$ cat src/rtl/pulse_pkg.sv
// -----------------------------------------------------------------------------
// pulse_pkg
// Shared definitions for the pulse stretcher and its helpers.
//   state_t   : FSM encoding (IDLE / HOLD / GAP)
//   PEND_W    : width of the pending-event counter
//   cnt_width : phase-counter width able to count 0..max(hold,gap)-1
// -----------------------------------------------------------------------------
package pulse_pkg;

    typedef enum logic [1:0] {
        IDLE = 2'd0,
        HOLD = 2'd1,
        GAP  = 2'd2
    } state_t;

    localparam int PEND_W = 4;

    // A phase of N cycles needs clog2(N) bits to count 0..N-1. The result is
    // clamped to 1 so a 1-cycle hold and a 1-cycle gap still get a real counter.
    function automatic int cnt_width(input int hold_cnt, input int gap_cnt);
        int longest;
        longest = (hold_cnt > gap_cnt) ? hold_cnt : gap_cnt;
        return (longest > 1) ? $clog2(longest) : 1;
    endfunction

endpackage

$ cat src/rtl/edge_rise.sv
// -----------------------------------------------------------------------------
// edge_rise
// Registered 0->1 detector. rise is high for the cycle in which d is 1 and was
// 0 at the previous clock edge; a level held high yields a single event.
//   clk   : clock, posedge
//   rst_n : asynchronous active-low reset (previous sample forced to 0)
//   d     : level input, synchronous to clk
//   rise  : one-cycle event on a 0->1 transition of d
// -----------------------------------------------------------------------------
module edge_rise (
    input  logic clk,
    input  logic rst_n,
    input  logic d,
    output logic rise
);

    logic d_prev;

    // NOTE: sequential state is always written with <= so every flop samples
    // the pre-edge values, independent of statement or process order.
    always_ff @(posedge clk or negedge rst_n) begin
        if (!rst_n) begin
            d_prev <= 1'b0;
        end else begin
            d_prev <= d;
        end
    end

    assign rise = d & ~d_prev;

endmodule

$ cat src/rtl/pulse_stretch.sv
// -----------------------------------------------------------------------------
// pulse_stretch
// Turns single-cycle events into HOLD_CNT-cycle high pulses separated by at
// least GAP_CNT low cycles. Events arriving while a pulse or gap is running are
// counted (up to PEND_MAX) and replayed back-to-back; excess events are dropped
// and flagged in a sticky overflow bit.
//   clk      : clock, posedge
//   rst_n    : asynchronous active-low reset
//   trig_in  : event request; each 0->1 transition is one event
//   clr_ovf  : synchronous clear of overflow (a same-cycle drop wins)
//   sig_out  : stretched pulse, registered
//   busy     : high while in HOLD or GAP, registered
//   pend_cnt : queued events not yet issued
//   overflow : sticky, set when an event is dropped
// -----------------------------------------------------------------------------
module pulse_stretch
    import pulse_pkg::*;
#(
    parameter logic [15:0] HOLD_CNT = 16'd50000,
    parameter logic [15:0] GAP_CNT  = 16'd10000,
    parameter int          PEND_MAX = 3
) (
    input  logic              clk,
    input  logic              rst_n,
    input  logic              trig_in,
    input  logic              clr_ovf,
    output logic              sig_out,
    output logic              busy,
    output logic [PEND_W-1:0] pend_cnt,
    output logic              overflow
);

    localparam int                CNT_W     = cnt_width(int'(HOLD_CNT), int'(GAP_CNT));
    localparam logic [CNT_W-1:0]  HOLD_LAST = CNT_W'(int'(HOLD_CNT) - 1);
    localparam logic [CNT_W-1:0]  GAP_LAST  = CNT_W'(int'(GAP_CNT) - 1);
    localparam logic [PEND_W-1:0] PEND_FULL = PEND_W'(PEND_MAX);
    localparam logic [PEND_W-1:0] PEND_ONE  = PEND_W'(1);
    localparam logic [CNT_W-1:0]  CNT_ONE   = CNT_W'(1);

    state_t             state;
    logic [CNT_W-1:0]   count;
    logic               evt;
    logic               gap_last;
    logic               queue_evt;
    logic               drop;

    edge_rise u_edge_rise (
        .clk   (clk),
        .rst_n (rst_n),
        .d     (trig_in),
        .rise  (evt)
    );

    // The terminal GAP cycle is excluded from queueing: there an event either
    // starts the next pulse directly or cancels against the replayed one.
    assign gap_last  = (state == GAP) && (count == GAP_LAST);
    assign queue_evt = evt && ((state == HOLD) || ((state == GAP) && !gap_last));
    assign drop      = queue_evt && (pend_cnt == PEND_FULL);

    // Reset is asynchronous, so a pulse in progress is cut the moment rst_n falls.
    always_ff @(posedge clk or negedge rst_n) begin
        if (!rst_n) begin
            state    <= IDLE;
            count    <= '0;
            sig_out  <= 1'b0;
            busy     <= 1'b0;
            pend_cnt <= '0;
            overflow <= 1'b0;
        end else begin
            if (drop) begin
                overflow <= 1'b1;
            end else if (clr_ovf) begin
                overflow <= 1'b0;
            end

            if (queue_evt && !drop) begin
                pend_cnt <= pend_cnt + PEND_ONE;
            end

            case (state)
                IDLE: begin
                    if (evt) begin
                        state   <= HOLD;
                        count   <= '0;
                        sig_out <= 1'b1;
                        busy    <= 1'b1;
                    end
                end

                HOLD: begin
                    if (count == HOLD_LAST) begin
                        state   <= GAP;
                        count   <= '0;
                        sig_out <= 1'b0;
                    end else begin
                        count <= count + CNT_ONE;
                    end
                end

                GAP: begin
                    if (gap_last) begin
                        count <= '0;
                        if (pend_cnt != '0) begin
                            // Replay a queued event; a simultaneous new event
                            // takes its slot, leaving the count unchanged.
                            state   <= HOLD;
                            sig_out <= 1'b1;
                            if (!evt) begin
                                pend_cnt <= pend_cnt - PEND_ONE;
                            end
                        end else if (evt) begin
                            state   <= HOLD;
                            sig_out <= 1'b1;
                        end else begin
                            state <= IDLE;
                            busy  <= 1'b0;
                        end
                    end else begin
                        count <= count + CNT_ONE;
                    end
                end

                default: begin
                    state   <= IDLE;
                    count   <= '0;
                    sig_out <= 1'b0;
                    busy    <= 1'b0;
                end
            endcase
        end
    end

endmodule

$ cat config.mk
export PLATFORM = sky130hd
export DESIGN_NAME = pulse_stretch
export DESIGN_NICKNAME = d
export VERILOG_FILES = /design/src/rtl/pulse_pkg.sv /design/src/rtl/edge_rise.sv /design/src/rtl/pulse_stretch.sv
export SDC_FILE = /design/constraint.sdc
export NUM_CORES = 1
export LEC_CHECK = 0
export BUFFER_PORTS_ARGS = -buffer_cell sky130_fd_sc_hd__buf_2
export CORE_AREA = 2 2 56 58
export DETAILED_ROUTE_END_ITERATION = 8
export DIE_AREA = 0 0 58 60
export PLACE_DENSITY_LB_ADDON = 0.12
export SYNTH_ARGS = -nofsm -noshare
export SYNTH_HDL_FRONTEND = slang
export SYNTH_SLANG_ARGS = --single-unit
$ cat constraint.sdc
create_clock -name clk -period 4.4 [get_ports clk]
set_input_delay 0.22 -clock clk [delete_from_list [all_inputs] [get_ports clk]]
set_output_delay 0.22 -clock clk [all_outputs]
set_load 0.005 [all_outputs]
# After elaboration in Yosys (flattened, before gate mapping)
# Index checks and enable logic that the tools add are counted.
# totals
output_inout_bits,7
reg_bits,26
inputBits,4
# classes
mux,27
n_addsub,3
n_bitwise,3
n_reduce_logical,14
eq_ne,10
# op_table
cell,count
$mux 16,3
$pmux 16 s3,1
$mux 4,5
$add 16x1->16 const B,1
$eq 16x14->1 const B,1
$eq 16x16->1 const B,1
$mux 1,12
$ne 2x2->1 const B,4
$mux 2,3
$pmux 1 s3,2
$pmux 2 s3,1
$logic_and 1x1->1,5
$reduce_and 5->1,1
$add 4x1->4 const B,1
$eq 4x2->1 const B,1
$reduce_bool 4->1,1
$sub 4x1->4 const B,1
$reduce_and 3->1,1
$eq 2x1->1 const B,1
$eq 2x2->1 const B,1
$logic_not 1->1,2
$logic_not 2->1,1
$ne 2x1->1 const B,1
$not 1->1,2
other kinds (4),4

# Longest topological paths before layout
# Gate-level depths: netlist of the first run.
# depth
depth_word,14
mapped_depth,9
ltp_nobuf,7

# Cells and area by module
# From an unflattened synthesis of the first run, not the netlist that was laid out.
# unflattened
hier_cells,178
area_unflattened_um2,1604.0
# by_module_without_submodules
module,n_inst,cells_each,area_per_inst_um2,seq_area_each_um2
pulse_stretch,1,176,1565.3,625.6
edge_rise,1,2,38.8,25.0

# Least setup slack after synthesis of the first run
# Ideal clock, no wire load.
# synth_timing
path_kind,register to register
startpoint,reg count[6]
endpoint,reg count[12]
path_stages_with_launch,9
setup_time_ns,0.142
n_path_buf,3
path_slack_ns,2.076
period_less_slack_ns,2.324
required_ns,4.258
t_arrival_ns,2.182
cell_sequence,dfrtp_1 -> or4b_1 -> or4_1 -> buf_2 -> and3_4 -> buf_6 -> nor2_8 -> buf_12 -> a21oi_2
# synth_via
elab_chain_cells,4
# synth_lines
item,line_no,rtl
"start, declared",pulse_stretch.sv:41,logic [CNT_W-1:0] count;
"start signal, assigned",pulse_stretch.sv:96,count <= count + CNT_ONE;
"start signal, assigned",pulse_stretch.sv:119,count <= count + CNT_ONE;
"parallel branches: the longest is 3 deep, another holds $add 16x1->16",-,
$pmux 16 s3 (*),pulse_stretch.sv:80,case (state)
# Every way passes the cells marked *.
# A chain may end at the register's enable or synchronous reset.

# Worst setup path in the final report of the first run
# layout_timing
startpoint,reg count[6]
endpoint,reg count[3]
# layout_via
elab_chain_cells,4
# layout_lines
item,line_no,rtl
$eq 16x14->1,pulse_stretch.sv:56,assign gap_last = (state == GAP) && (count == GAP_LAST);
$logic_and 1x1->1,pulse_stretch.sv:56,
$mux 16,pulse_stretch.sv:101,if (gap_last) begin
$pmux 16 s3 (*),pulse_stretch.sv:80,
# Every way passes the cells marked *; elsewhere a longest branch is shown, timed or not.

==> results by group, run 1 <==
Routing
  – Drt drc: 0
  – DRT Pass-1 Iters: 4
  – DR WL/cell: 14.5 um
  – Initial drt markers: 43
  – ANT nets after route: 0
  – Via-per-instance ratio: 6.10
  – Vias: 1,274
  – Final wirelength: 3030 um

Yosys
  – Cells after Synth: 169
  – Ys flop type: dfrtp_1
  – Yosys reg bits: 26
  – Synth warnings: 0
  – Top cells by area, synth: dfrtp_1 40%, ha_1 6.1%, a21oi_2 5.4%
  – Share of flip-flops with an asynchronous set or reset: 100%
  – Post-Syn Area per Cell: 9.63 um2
  – Post-synth EDFFs: 0
  – Yosys top cell area share: approximately 40%
  – Seq/Total Area, Yosys: around 40%
  – Post-Synthesis Net Count: 181
  – Post-synth top area cell: dfrtp_1
  – Mapped cell area: 1630 um2
  – Yosys cell types: 49

Placed design
  – PortBufs: 10
  – RePlAce Congestion: between 0.8 and 0.9
  – Dpl hpwl: between 2000 and 2500 um

Global routing
  – Global-route layer with the greatest usage: met2
  – First-pass GRT wire length: 5380 um
  – Initial antenna violation count: 0
  – Vias in the first global route: around 1,300
  – Grt met1 use: a little under a quarter
  – Global Route Usage Sum: 19.8%
  – GRT met2 Usage: 36.4%
  – Met3 usage: 2.16%
  – GRT Residual Overflow: 0
  – Largest net degree at the start of global routing: 27

Power
  – Power density cells: 272 nW/um2
  – LEAKAGE: 0.713 nW
  – Max IR drop VDD: 0.000243 V

STA
  – Slew headroom: 22.9%
  – Clk_skew: roughly 0.0019 ns
  – RSZ-0062 raised after global routing: false
  – Final setup violation count: 0
  – Final TNS setup: 0 ns
  – Worst-Margin Slew: 1.13 ns
  – Fin. max-slew vios: 0
  – Highest Clock Rate: 406 MHz
  – Final hold viol count: 0
  – Hold Slack: 0.0279 ns
  – Part of the cycle the worst path needs: a little under three fifths
  – Crit path time final: 2.46 ns

Clock tree
  – Post-CTS Hold Fix Bufs: 1
  – Worst-path clk slew: approximately 0.13 ns
  – CTS Buffer Depth: 2
  – Post-CTS resize count: 0
  – Clock Sinks: 26
  – CTS root buffer: clkbuf_4
  – CTS tree: yes
  – Post-CTS Setup Inserts: 0
  – Worst-skew pair later-pin latency: about 0.31 ns
  – Num CTS Buffers: 3
  – CTS H-tree depth: 1

Setup path
  – Req. time, crit path: ~4.6 ns
  – Crit path from: count[6]
  – CP max FO: 13
  – R2r startpoint: count[6]
  – Reg2reg setup slack: approximately 1.9 ns
  – Worst setup EP type: flop
  – Setup Crit Path Kind: flop to flop
  – CP startpoint kind: flop
  – RR Endpoint: count[3]
  – Crit path DAT: 2.66 ns
  – R2R cell count: 5

Floorplan
  – Core area: 2900 um2
  – Die width: 58 um
  – Initial Utilization: 56.1%
  – Die ar.: 3480 um2
  – Num rows: 20
  – I/O Pins: 11
  – Die Span Y: 60 um

Flow run
  – Max-Cap Viols: 0

Hold path
  – Hold endpoint: u_edge_rise.d_prev
  – Hold Path Stages: 1
  – Worst hold start: trig_in
  – Tightest Hold Check Type: primary input to flop

Outcome
  – Status: completed

Finish
  – Post-layout net count: 190
  – Fillers: 264
  – Most common cell after layout, fill and taps aside: dfrtp_1
  – Commonest cells after routing, fill and taps aside: 26 x dfrtp_1, 20 x nand2_1, 10 x a21oi_2, 10 x nor2_1, 10 x buf_2
  – Share of layout cells above drive strength 1: 17.0%
  – Core Util, Final: 58.6%
  – Area Growth Syn to Fin: 4.46%
  – Antenna diodes: 0
==> cells in the mapped netlist (2+ instances only) <==
| master | number |
|---|---|
| a22oi_1 | 2 |
| a21oi_2 | 10 |
| xor2_1 | 5 |
| and2_1 | 2 |
| nand3_1 | 7 |
| nor2_1 | 10 |
| nand4_1 | 4 |
| ha_1 | 8 |
| o21ai_0 | 5 |
| a21oi_1 | 6 |
| nor3_1 | 5 |
| nand2b_1 | 3 |
| nand2_1 | 20 |
| a211oi_1 | 2 |
| nand4b_1 | 4 |
| inv_1 | 7 |
| dfrtp_1 | 26 |
| xnor2_1 | 7 |
| clkbuf_1 | 4 |
| o22ai_1 | 2 |
| o21a_1 | 2 |
==> cell type report <==
| cell class | instances | area [um2] | share of cell area, % |
|---|---|---|---|
| tap | 33 | 41.3 | 2.43 |
| clock buffer | 3 | 22.5 | 1.32 |
| multi-input combinational | 129 | 900 | 52.9 |
| inverter | 7 | 26.3 | 1.55 |
| sequential | 26 | 651 | 38.3 |
| timing repair buffer | 11 | 60.1 | 3.53 |
==> metal layers <==
| metal | wire length (um) | share of wire, % |
|---|---|---|
| met1 | 1420 | 47 |
| met2 | 1480 | 49 |
| met3 | 78 | 2.6 |
| met4 | 45 | 1.5 |
| met5 | 0 | 0 |
==> metrics by stage <==
stage / instances / power [W] / area (um2) / setup slack, ns
3_3_place_gp: 205 / 0.000368 / 1670 / 2.01
3_5_place_dp: 205 / 0.000369 / 1670 / 1.95
5_1_grt: 209 / 0.000494 / 1700 / 1.83
2_1_floorplan: 169 / 0.000339 / 1630 / 2.08
4_1_cts: 209 / 0.000466 / 1700 / 1.94
6_report: 209 / 0.000462 / 1700 / 1.94
==> sequential cells by signal, summed over array words and instances, names as in the netlist <==
signal and cells:
pend_cnt 4, overflow 1, u_edge_rise.d_prev 1, count 16, busy 1, sig_out 1
state 2
==> power breakdown <==
group	leakage [nW]	total (W)	internal [W]	switching [W]
logic	0.394	0.0000978	0.0000458	0.0000520
registers	0.306	0.000267	0.000251	0.0000161
clock network	0.0138	0.0000973	0.0000320	0.0000652
total	0.713	0.000462	0.000329	0.000133
==> cell families (layout without fill, tap and decap cells) <==
kind of cell | after synthesis | in the layout | synth area share, %
buffers and inverters | 14 | 21 | 4.77
DFF | 26 | 26 | 40.0
AOI/OAI and AO/OA | 42 | 42 | 19.6
adders and majority gates | 8 | 8 | 6.15
and+or+nand+nor | 66 | 66 | 22.4
muxes | 1 | 1 | 0.692
xor gates and xnor gates | 12 | 12 | 6.46
==> how the worst max path moves through the flow <==
| stage | slack [ns] | cells after the start | end |
|---|---|---|---|
| floorplan | 2.08 | 8 | count[12] |
| global placement | 2.01 | 5 | count[3] |
| detailed placement | 1.95 | 5 | count[11] |
| CTS | 1.94 | 5 | count[11] |
| global route | 1.83 | 5 | count[2] |
| finish | 1.94 | 5 | count[3] |
==> critical path, stage by stage (launching register included) <==
cell and delay (ns):
dfrtp_1 0.46, or4b_1 0.53, or4_1 0.66, and3_4 0.28
nor2_8 0.27, o211ai_1 0.15
Note: power is estimated with default switching activity, not from simulation.
==> inputs of run 2 (changes only) <==
--- a/config.mk
+++ b/config.mk
@@ -6,9 +6,9 @@
 export NUM_CORES = 1
 export LEC_CHECK = 0
 export BUFFER_PORTS_ARGS = -buffer_cell sky130_fd_sc_hd__buf_2
-export CORE_AREA = 2 2 56 58
+export CORE_AREA = 2 2 58 60
 export DETAILED_ROUTE_END_ITERATION = 8
-export DIE_AREA = 0 0 58 60
+export DIE_AREA = 0 0 60 62
 export PLACE_DENSITY_LB_ADDON = 0.12
 export SYNTH_ARGS = -nofsm -noshare
 export SYNTH_HDL_FRONTEND = slang
==> constraint.sdc (replaced) <==
create_clock -name clk -period 2 [get_ports clk]
set_input_delay 0.1 -clock clk [delete_from_list [all_inputs] [get_ports clk]]
set_output_delay 0.1 -clock clk [all_outputs]
set_load 0.005 [all_outputs]
==> results by group, run 2 (same netlist as run 1, synthesis figures left out) <==
Clock tree
  – Worst-skew pair later-pin latency: 0.33 ns (+0.02 ns)
  – CTS H-tree depth: 1 (unchanged)
  – Clock Sinks: 26 (unchanged)
  – Num CTS Buffers: 3 (unchanged)
  – CTS root buffer: clkbuf_4
  – CTS Buffer Depth: 2 (unchanged)
  – Worst-path clk slew: 0.15 ns (+0.02 ns)
  – CTS tree: yes

Placed design
  – Dpl ws: -0.199 ns (-2.14 ns)
  – RePlAce Congestion: 0.801 (-2.0%)
  – Post-DP Area: 1890 um2 (+13%)
  – Dpl hpwl: 2590 um (+18%)
  – PortBufs: 10 (unchanged)

Routing
  – Vias: 1,380 (+8.3%)
  – ANT nets after route: 0 (unchanged)
  – Via-per-instance ratio: 5.37 (-12%)
  – DR WL/cell: 14.3 um (-1.4%)
  – DRT Pass-1 Iters: 4 (unchanged)
  – Initial drt markers: 74 (+72%)
  – Final wirelength: 3670 um (+21%)
  – Drt drc: 0 (unchanged)

Setup path
  – Slowest stage delay, CP: 0.54 ns (-0.12 ns)
  – CP startpoint kind: flop
  – Req. time, crit path: 2.23 ns (-2.37 ns)
  – Crit path from: count[15]
  – Levels on crit path: 6 (+1)
  – Crit path DAT: 2.34 ns (-0.32 ns)
  – Crit-path leading delay family: simple AND/OR/NAND/NOR gates
  – Reg2reg setup slack: -0.11 ns (-2.05 ns)
  – Setup crit end: count[14]
  – RR Endpoint: count[14]
  – Worst path bufs/invs: 1 (+1)
  – CP max FO: 7 (-6)
  – Setup Crit Path Kind: flop to flop
  – Worst setup EP type: flop
  – R2R cell count: 6 (+1)
  – Worst path cell trace: or4b_4, or4_4, and3_4, nor2_8, buf_12, a21oi_2
  – R2r startpoint: count[15]
  – Worst path slowest cell: or4b_4

Power
  – Power density cells: 596 nW/um2 (+120%)
  – Max IR drop VDD: 0.000617 V (+150%)
  – LEAKAGE: 0.909 nW (+27%)
  – Clock network power share: 30.1% (+9.0 points)
  – Sequential power share: 45.7% (-12 points)
  – Power share of the combinational group: 24.2% (+3.0 points)
  – Sw power: 0.000339 W (+150%)
  – Internal Power: 0.000893 W (+170%)
  – Net switching share of the total power: 27.5% (-1.4 points)

Finish
  – Antenna diodes: 0 (unchanged)
  – Biggest register: count
  – Post-layout net count: 224 (+18%)
  – Fillers: 272 (+3.0%)
  – Share of layout cells above drive strength 1: 33.2% (+16 points)
  – Final instance area: 2060 um2 (+21%)
  – Max FFs per register: 16 (unchanged)
  – Most common cell after layout, fill and taps aside: buf_4
  – Commonest cells after routing, fill and taps aside: 29 x buf_4, 26 x dfrtp_1, 19 x nand2_1
  – Top flop regs: count (16), pend_cnt (4), state (2)
  – Area Growth Syn to Fin: 26.8%

Flow run
  – Max-Cap Viols: 0 (unchanged)

Floorplan
  – Num rows: 21 (+5.0%)
  – Die Span Y: 62 um (+3.3%)
  – Core area: 3180 um2 (+9.5%)
  – Die ar.: 3720 um2 (+6.9%)
  – I/O Pins: 11 (unchanged)
  – Die width: 60 um (+3.4%)
  – Initial Utilization: 51.2% (-4.9 points)

STA
  – Part of the cycle the worst path needs: 106% (+50 points)
  – Final setup violation count: 20 (+20)
  – Crit path time final: 2.11 ns (-0.350 ns)
  – Fin. max-slew vios: 0 (unchanged)
  – Worst-Margin Slew: 0.586 ns (-0.541 ns)
  – Final hold viol count: 0 (unchanged)
  – Slew headroom: 60.9% (+38 points)
  – Post-route setup slack: -0.110 ns (-2.05 ns)
  – Highest Clock Rate: 474 MHz (+17%)
  – Clk_skew: 0.00692 ns (+0.00506 ns)
  – RSZ-0062 raised after global routing: true
  – Hold Slack: 0.279 ns (+0.252 ns)

Global routing
  – First-pass GRT wire length: 6400 um (+19%)
  – Initial antenna violation count: 0 (unchanged)
  – GRT Residual Overflow: 0 (unchanged)
  – Global Route Usage Sum: 22.9% (+3.1 points)
  – Vias in the first global route: 1,375 (+9.5%)
  – Largest net degree at the start of global routing: 27 (unchanged)

Outcome
  – Failing checks: negative setup slack
  – Status: complete, but fails checks

Hold path
  – Tightest Hold Check Type: primary input to asynchronous set/reset pin
[run 2: power by group through the flow]
stage / registers, W / logic, W / clock network [W]
2_1_floorplan: 0.000595 / 0.000150 / 0
3_3_place_gp: 0.000573 / 0.000275 / 0
3_5_place_dp: 0.000573 / 0.000278 / 0
4_1_cts: 0.000563 / 0.000284 / 0.000382
5_1_grt: 0.000570 / 0.000346 / 0.000396
6_report: 0.000563 / 0.000298 / 0.000370
[run 2: metrics by stage]
| step | cells | total power, W | util (%) | setup TNS (ns) |
|---|---|---|---|---|
| after floorplan | 169 | 0.000745 | - | -1.99 |
| after global placement | 245 | 0.000847 | 59.3 | -2.45 |
| after detailed placement | 245 | 0.000851 | 59.3 | -2.76 |
| after CTS | 256 | 0.00123 | 63.8 | -1.92 |
| after global routing | 257 | 0.00131 | 64.9 | -3.02 |
| final | 257 | 0.00123 | 64.9 | -1.53 |
[run 2: worst min-delay path by stage]
stage,from,end,slack [ns],depth (start not counted)
final,rst_n,count[6],0.28,2
after global routing,rst_n,state[1],0.33,2
after CTS,rst_n,state[0],0.30,2
after detailed placement,rst_n,state[0],0.14,1
after global placement,rst_n,state[0],0.13,1
after floorplan,rst_n,busy,-0.20,0
[run 2: cell type report]
type / instances / area [um2] / share of cell area (%)
clock buffer: 3 / 22.5 / 1.09
clock inverter: 1 / 30.0 / 1.45
inverter: 7 / 26.3 / 1.27
multi-input combinational: 129 / 928 / 45.0
sequential: 26 / 651 / 31.5
tap: 46 / 57.6 / 2.79
timing repair buffer: 45 / 349 / 16.9
[run 2: repair_timing]
action,in CTS,in global routing
hold endpoints to repair,28,0
pin swaps,1,3
buffers inserted,4,1
gates resized for setup,2,7
setup endpoints to repair,24,24
hold buffers,3,0
[run 2: per-layer routing]
layer  vias to the layer above  GRT usage, %  routed length, um
li1                        695             -                  -
met1                       654          32.7               1800
met2                        23          35.7               1720
met3                         8          1.86                 76
met4                         0          9.84                 79
met5                         -             0                  0
[run 2: worst reg2reg max path: cells and delay by family, from the launching register on]
kind | cells | cell delay, ns
buffers and inverters | 1 | 0.14
AND/OR/NAND/NOR | 4 | 1.43
flip-flops | 1 | 0.40
AO/OA/AOI/OAI | 1 | 0.04
